<file path="src/rtl/reg_pkg.sv">
// Shared types for the load/shift register sequencer.
// No logic: state encoding, widths and a start_len legality helper.
// No flow control of its own.
package reg_pkg;

    localparam int REG_W = 8;
    localparam int LEN_W = 4;

    typedef enum logic [1:0] {
        IDLE  = 2'd0,
        LOAD  = 2'd1,
        SHIFT = 2'd2,
        DONE  = 2'd3
    } state_t;

    // A transfer moves between 1 and REG_W bits.
    function automatic logic len_legal(input logic [LEN_W-1:0] len);
        return (len != '0) && (len <= LEN_W'(REG_W));
    endfunction

endpackage

</file>
<file path="src/rtl/reg_shift_ctrl_reg.sv">
// 8-bit load/shift register: parallel load, or shift left with d0 entering at bit 0.
// Latency: one edge from load/shift to q.
// No backpressure; load wins over shift, and q holds when neither is asserted.
module reg_shift_ctrl_reg
    import reg_pkg::*;
(
    input  logic             clk,
    input  logic             resetn,
    input  logic             load,
    input  logic             shift,
    input  logic [REG_W-1:0] load_data,
    input  logic             d0,
    output logic [REG_W-1:0] q
);

    always_ff @(posedge clk or negedge resetn) begin
        if (!resetn) begin
            q <= '0;
        end else if (load) begin
            q <= load_data;
        end else if (shift) begin
            q <= {q[REG_W-2:0], d0};
        end
    end

endmodule

</file>
<file path="src/rtl/reg_shift_ctrl.sv">
// Sequencer that loads REG, then shifts 1..8 bits out on sout (MSB first) while taking sin in.
// Latency: start to ready is len*DIV + 3 cycles; done is a one-cycle pulse.
// Backpressure: start is taken only while ready; a start at any other time is dropped, not queued.
module reg_shift_ctrl
    import reg_pkg::*;
#(
    parameter int DIV = 1
) (
    input  logic             clk,
    input  logic             resetn,
    input  logic             start,
    input  logic [REG_W-1:0] start_data,
    input  logic [LEN_W-1:0] start_len,
    input  logic             abort,
    input  logic             sin,
    output logic             sout,
    output logic             ready,
    output logic             busy,
    output logic             done,
    output logic [REG_W-1:0] rx_data,
    output logic             err
);

    localparam logic [7:0] DIV_RELOAD = 8'(DIV - 1);

    state_t           state;
    logic [LEN_W-1:0] len_q;
    logic [LEN_W-1:0] bit_cnt;
    logic [REG_W-1:0] data_q;
    logic [7:0]       div_cnt;
    logic             err_q;

    logic             reg_load;
    logic             reg_shift;
    logic [REG_W-1:0] reg_q;

    // Abort suppresses the register update in its cycle so Q keeps its value.
    assign reg_load  = (state == LOAD) && !abort;
    assign reg_shift = (state == SHIFT) && (div_cnt == '0) && !abort;

    reg_shift_ctrl_reg u_reg (
        .clk       (clk),
        .resetn    (resetn),
        .load      (reg_load),
        .shift     (reg_shift),
        .load_data (data_q),
        .d0        (sin),
        .q         (reg_q)
    );

    always_ff @(posedge clk or negedge resetn) begin
        if (!resetn) begin
            state   <= IDLE;
            len_q   <= '0;
            bit_cnt <= '0;
            data_q  <= '0;
            div_cnt <= '0;
            err_q   <= 1'b0;
        end else begin
            err_q <= 1'b0;
            case (state)
                IDLE: begin
                    if (start) begin
                        if (len_legal(start_len)) begin
                            data_q <= start_data;
                            len_q  <= start_len;
                            state  <= LOAD;
                        end else begin
                            err_q <= 1'b1;
                        end
                    end
                end
                LOAD: begin
                    if (abort) begin
                        state <= IDLE;
                    end else begin
                        bit_cnt <= len_q;
                        div_cnt <= DIV_RELOAD;
                        state   <= SHIFT;
                    end
                end
                SHIFT: begin
                    if (abort) begin
                        state <= IDLE;
                    end else if (div_cnt == '0) begin
                        bit_cnt <= bit_cnt - LEN_W'(1);
                        div_cnt <= DIV_RELOAD;
                        if (bit_cnt == LEN_W'(1)) begin
                            state <= DONE;
                        end
                    end else begin
                        div_cnt <= div_cnt - 8'd1;
                    end
                end
                DONE: begin
                    state <= IDLE;
                end
                default: begin
                    state <= IDLE;
                end
            endcase
        end
    end

    assign sout    = reg_q[REG_W-1];
    assign ready   = (state == IDLE);
    assign busy    = (state == LOAD) || (state == SHIFT);
    assign done    = (state == DONE);
    assign rx_data = (state == DONE) ? reg_q : '0;
    assign err     = err_q;

    // err can only rise out of IDLE, done only out of SHIFT, so they never overlap.
    a_done_err_exclusive: assert property (@(posedge clk) disable iff (!resetn) !(done && err));

endmodule

</file>
<file path="config.mk">
export PLATFORM = sky130hd
export DESIGN_NAME = reg_shift_ctrl
export DESIGN_NICKNAME = d
export VERILOG_FILES = /design/src/rtl/reg_pkg.sv /design/src/rtl/reg_shift_ctrl_reg.sv /design/src/rtl/reg_shift_ctrl.sv
export SDC_FILE = /design/constraint.sdc
export NUM_CORES = 1
export LEC_CHECK = 0
export CAP_MARGIN = 10
export CORE_MARGIN = 3
export CORE_UTILIZATION = 35
export DETAILED_ROUTE_END_ITERATION = 10
export MAX_ROUTING_LAYER = met4
export SLEW_MARGIN = 10
export SYNTH_ARGS = -nofsm -noshare
export SYNTH_HDL_FRONTEND = slang
export SYNTH_SLANG_ARGS = --single-unit
</file>
<file path="constraint.sdc">
create_clock -name clk -period 2.5 [get_ports clk]
set_input_delay 0.375 -clock clk [delete_from_list [all_inputs] [get_ports clk]]
set_output_delay 0.375 -clock clk [all_outputs]
set_load 0.01 [all_outputs]
</file>
After elaboration in Yosys (flattened, before gate mapping)
Index checks and enable logic that the tools add are counted.
Widths: inputs -> output; s select.

word-level totals
  input bits = 17
  output and inout bits = 13
  word-level logic and storage cells = 57
  bits in registers = 35

operators by class
  muxes and demuxes = 21
  equal/unequal tests = 11
  reduce and logical (&&, ||, !) cells = 15
  add/subtract/negate cells = 2
  magnitude comparators = 1

operator list
  cell                 count
  $mux 8               6
  $pmux 8 s2           1
  $mux 2               6
  $mux 4               3
  $logic_not 8->1      1
  $pmux 2 s4           1
  $pmux 4 s2           1
  $reduce_and 4->1     2
  $sub 8x1->8 const B  1
  $ne 2x2->1 const B   3
  $ne 3x2->1 const B   2
  $reduce_and 3->1     2
  $eq 2x2->1 const B   2
  $eq 4x1->1 const B   1
  $le 4x4->1 const B   1
  $logic_and 1x1->1    4
  $ne 2x1->1 const B   2
  $reduce_bool 2->1    2
  $reduce_bool 4->1    1
  $sub 4x1->4 const B  1
  $mux 1               3
  $eq 2x1->1 const B   1
  $logic_not 2->1      1
  $logic_not 1->1      1
  $logic_or 1x1->1     1

Logic depth before layout (Yosys ltp)
  depth in word-level cells = 5
  mapped depth = 7
  depth with buffers taken out = 6

Cells and area by module
From an unflattened synthesis, not the netlist that was laid out.

second synthesis, totals
  cells, all modules = 182
  area, all modules = 1920.6 um^2

modules (own cells, without submodules)
  module              sequential area each (um^2)  times used  cells each  area each (um^2)
  reg_shift_ctrl      675.6                        1           148         1547.7
  reg_shift_ctrl_reg  200.2                        1           34          372.9

Worst setup path after synthesis
Ideal clock, no wire load.

  path type = register to register
  start point = reg state[1]
  end point = reg u_reg.q[0]
  data required time = 2375 ps
  data arrival time = 1781 ps
  clock period less this slack = 1906 ps
  path slack = 594 ps
  path buffers = 1
  cell stages (with the launch flop) = 8
  cells stage by stage = dfrtp_1 inv_1 ha_1 nor2b_1 buf_1 a21oi_1 nor2_2 mux2_2

between the ends
  longest elaborated chain between the ends = 4

ends and longest elaborated chain
  element                             RTL line                  source
  start, declared                     reg_shift_ctrl.sv:26      state_t state;
  start signal, assigned              reg_shift_ctrl.sv:53      state <= IDLE;
  start signal, assigned              reg_shift_ctrl.sv:67      state <= LOAD;
  start signal, assigned              reg_shift_ctrl.sv:75      state <= IDLE;
  $eq 2x2->1                          reg_shift_ctrl.sv:39      assign reg_shift = (state == SHIFT) && (div_cnt == '0) && !abort;
  $logic_and 1x1->1 (2 in a row)      reg_shift_ctrl.sv:39
  $reduce_bool 2->1 (no source line)  -
  end signal, assigned                reg_shift_ctrl_reg.sv:20  q <= load_data;
  end signal, assigned                reg_shift_ctrl_reg.sv:22  q <= {q[REG_W-2:0], d0};
  end, declared                       reg_shift_ctrl_reg.sv:13  output logic [REG_W-1:0] q

Several ways; a longest one is shown, not always the timed one.
A chain may end at the register's enable or synchronous reset.

Worst setup path after layout
  start point = reg state[0]
  end point = reg u_reg.q[7]

Same word-level chain as after synthesis.

==> results by group <==
Outcome
  – Status: finished, final reports clean

Timing
  – Sum Neg Setup Slack: 0 ns
  – Slew Limit Fails: 0
  – Crit path time final: approximately 2.1 ns
  – Slew HR: 0.666
  – Fin crit share: 0.852
  – Slew @ Worst Pin: 0.501 ns
  – Skew final: 0.00636 ns
  – RSZ-0062 raised after global routing: false
  – Fmax achieved: 469 MHz
  – Final hold vios: 0
  – # setup viols final: 0

Floorplan
  – Vert. Die Dim: 80.4 um
  – Die area: 6460 sq um
  – # rows: 26
  – Area of the core: 5240 sq um
  – Initial core utilization: 0.370
  – Die W: 80.4 um
  – I/O pins: 30

Clocking
  – Hold-fix buffers, CTS: 0
  – Clk slew on worst S/H paths: 0.07 ns
  – Clock tree buffer depth: 2
  – Postcts setup bufs: 0
  – CTS tree: done
  – Total CTS buffers: 5
  – # resized after CTS: 0
  – Clock Sinks: 35
  – Root buf cell: clkbuf_8
  – H-tree lvl count: 2
  – Clock Latency Late Sink: between 0.2 and 0.3 ns

GRT
  – First-pass GRT wire length: 6690 um
  – Number of global-route vias before repair: 1,416
  – Gr usage total: 0.136
  – Initial antenna violation count: 0
  – Pin count of the biggest net entering global routing: 36
  – GRT Residual Overflow: 0

Power
  – Power Dens Cells: approximately 1200 nW/um^2
  – Pleak: 1.06 nW
  – Max VDD drop: 488 uV

Final layout
  – Final instance area: 2440 sq um
  – Fin nets: 230
  – Sequential cell area: approximately 880 sq um
  – Fill cell count: between 400 and 500
  – Share of cells above drive strength 1: 0.224
  – Area of the multi-input gates: 998 sq um
  – Area Overhead vs Synth: 26.1%
  – Antenna Cells: 0

Yosys
  – Mapped Cells: 166
  – Sequential fraction of the synthesis area: 0.452
  – Number of synthesized flops with an enable pin: 0
  – Netlist cell types: 43
  – Mapped Area: 1940 sq um
  – Yosys warns: 0
  – Synthesized area per cell: 11.7 sq um
  – Mapped Nets: 192
  – Ys flop type: dfrtp_1
  – Async SR Flop Fraction: 1.00
  – Register bit total from synthesis: 35

Route
  – Via density per instance: 5.00
  – # DRC: 0
  – Final ANT Viol Nets: 0
  – Wire per inst: 14.5 um
  – Drt initial violations: 81
  – DR pass1 iterations: 4
  – Via count: 1,375
  – DRT Wirelength: 3980 um

Worst setup path
  – Crit Reg-Reg Startpoint: state[0]$_DFFE_PN0P_
  – CP Launch Point: state[0]$_DFFE_PN0P_
  – Critical Path Fanout Max: 15
  – Startpoint types: register
  – Worst setup EP type: register
  – WP data arrival: about 2.3 ns
  – Critical Path RT: 2.66 ns
  – WS Path Type: register to register

Run
  – Max-cap violation count: 0

Place
  – PortBufs: 29
  – Routability Congestion: between 0.7 and 0.8
  – Post-DP HPWL: about 2800 um
  – Post-place instance area: 2340 sq um

Hold path
  – Hold Path Class: input pin to async pin
## flip-flops by register name, indices dropped and copies added, names as in the netlist
signal / flops
state: 2
u_reg.q: 8
div_cnt: 8
err: 1
data_q: 8
bit_cnt: 4
len_q: 4
## cells in the final DEF, fill, tap and decap left out, drive strengths merged, types with 8 or more instances in the layout
cell and instances:
and2 9, ha 9, nand2 13, dfrtp 35, inv 8, clkdlybuf4s50 29
clkbuf 8, mux2 27
## logic make-up after synthesis
| kind of cell | after synthesis | share of synthesized area |
|---|---|---|
| simple gates | 46 | 0.145 |
| flops | 35 | 0.452 |
| compound gates | 34 | 0.121 |
| mux | 29 | 0.187 |
| buf+inv | 12 | 0.0317 |
| fa+ha+maj | 9 | 0.0582 |
| xor+xnor | 1 | 0.00453 |
## critical path, cell delays in order (launching register included)
cell	delay (ns)
dfrtp_1	0.42
inv_1	0.11
ha_1	0.48
o21bai_1	0.19
nor2_2	0.43
mux2_2	0.39
## through the flow
step / hold WS (ns) / util / worst slack (ns) / power, W / cells
2_1_floorplan: 0.0794 / - / 0.594 / 0.00212 / 166
6_report: 0.502 / 0.466 / 0.369 / 0.00299 / 275
3_5_place_dp: 0.490 / 0.447 / 0.174 / 0.00255 / 267
4_1_cts: 0.511 / 0.466 / 0.342 / 0.00302 / 275
5_1_grt: 0.539 / 0.466 / 0.224 / 0.00324 / 275
3_3_place_gp: 0.494 / 0.447 / 0.219 / 0.00254 / 267
## synthesized netlist by cell type (2+ instances only)
cell type / instances / share of area
nand3_1: 4 / 0.010
o21ai_0: 6 / 0.016
mux2i_1: 2 / 0.010
a21oi_1: 6 / 0.016
nand2b_1: 3 / 0.0097
or4_1: 2 / 0.0078
nand2_1: 13 / 0.025
o22ai_1: 2 / 0.0065
mux2_2: 17 / 0.099
dfrtp_1: 35 / 0.45
clkbuf_1: 2 / 0.0039
nor2_1: 3 / 0.0058
inv_1: 8 / 0.016
a31oi_1: 6 / 0.019
ha_1: 9 / 0.058
mux2_4: 10 / 0.078
and2_1: 9 / 0.029
nor4_1: 2 / 0.0065
nor2b_1: 2 / 0.0065
a32o_1: 2 / 0.010
## final timing paths
path | end | slack [ns] | depth (start not counted)
min | len_q[2]$_DFFE_PN0P_ | 0.50 | 2
max in group asynchronous | state[1]$_DFFE_PN0P_ | 1.67 | 2
max reg2reg | u_reg.q[7]$_DFFE_PN0P_ | 0.37 | 5
min reg2reg | data_q[6]$_DFFE_PN0P_ | 0.52 | 1
max | u_reg.q[7]$_DFFE_PN0P_ | 0.37 | 5
min in group clk | data_q[6]$_DFFE_PN0P_ | 0.52 | 1
## final cells by class
| type | instances | area share |
|---|---|---|
| timing repair buffer | 35 | 0.143 |
| inverter | 8 | 0.0123 |
| sequential | 35 | 0.359 |
| clock buffer | 8 | 0.0410 |
| tap | 70 | 0.0359 |
| multi-input combinational | 119 | 0.409 |
## power by group
group / leakage (nW) / switching, W / internal [W] / total (W)
logic: 0.572 / 0.000681 / 0.000802 / 0.00148
clock network: 0.0515 / 0.000197 / 0.000251 / 0.000448
registers: 0.434 / 0.000225 / 0.000836 / 0.00106
total: 1.06 / 0.00110 / 0.00189 / 0.00299
## metal layers
layer | up-vias | track usage | wire [um]
met5 | - | - | 0
met4 | 0 | 0.0355 | 32
met3 | 6 | 0.0381 | 164
met2 | 26 | 0.202 | 1790
met1 | 664 | 0.184 | 1990
li1 | 679 | - | -
Note: power is estimated with default switching activity, not from simulation.
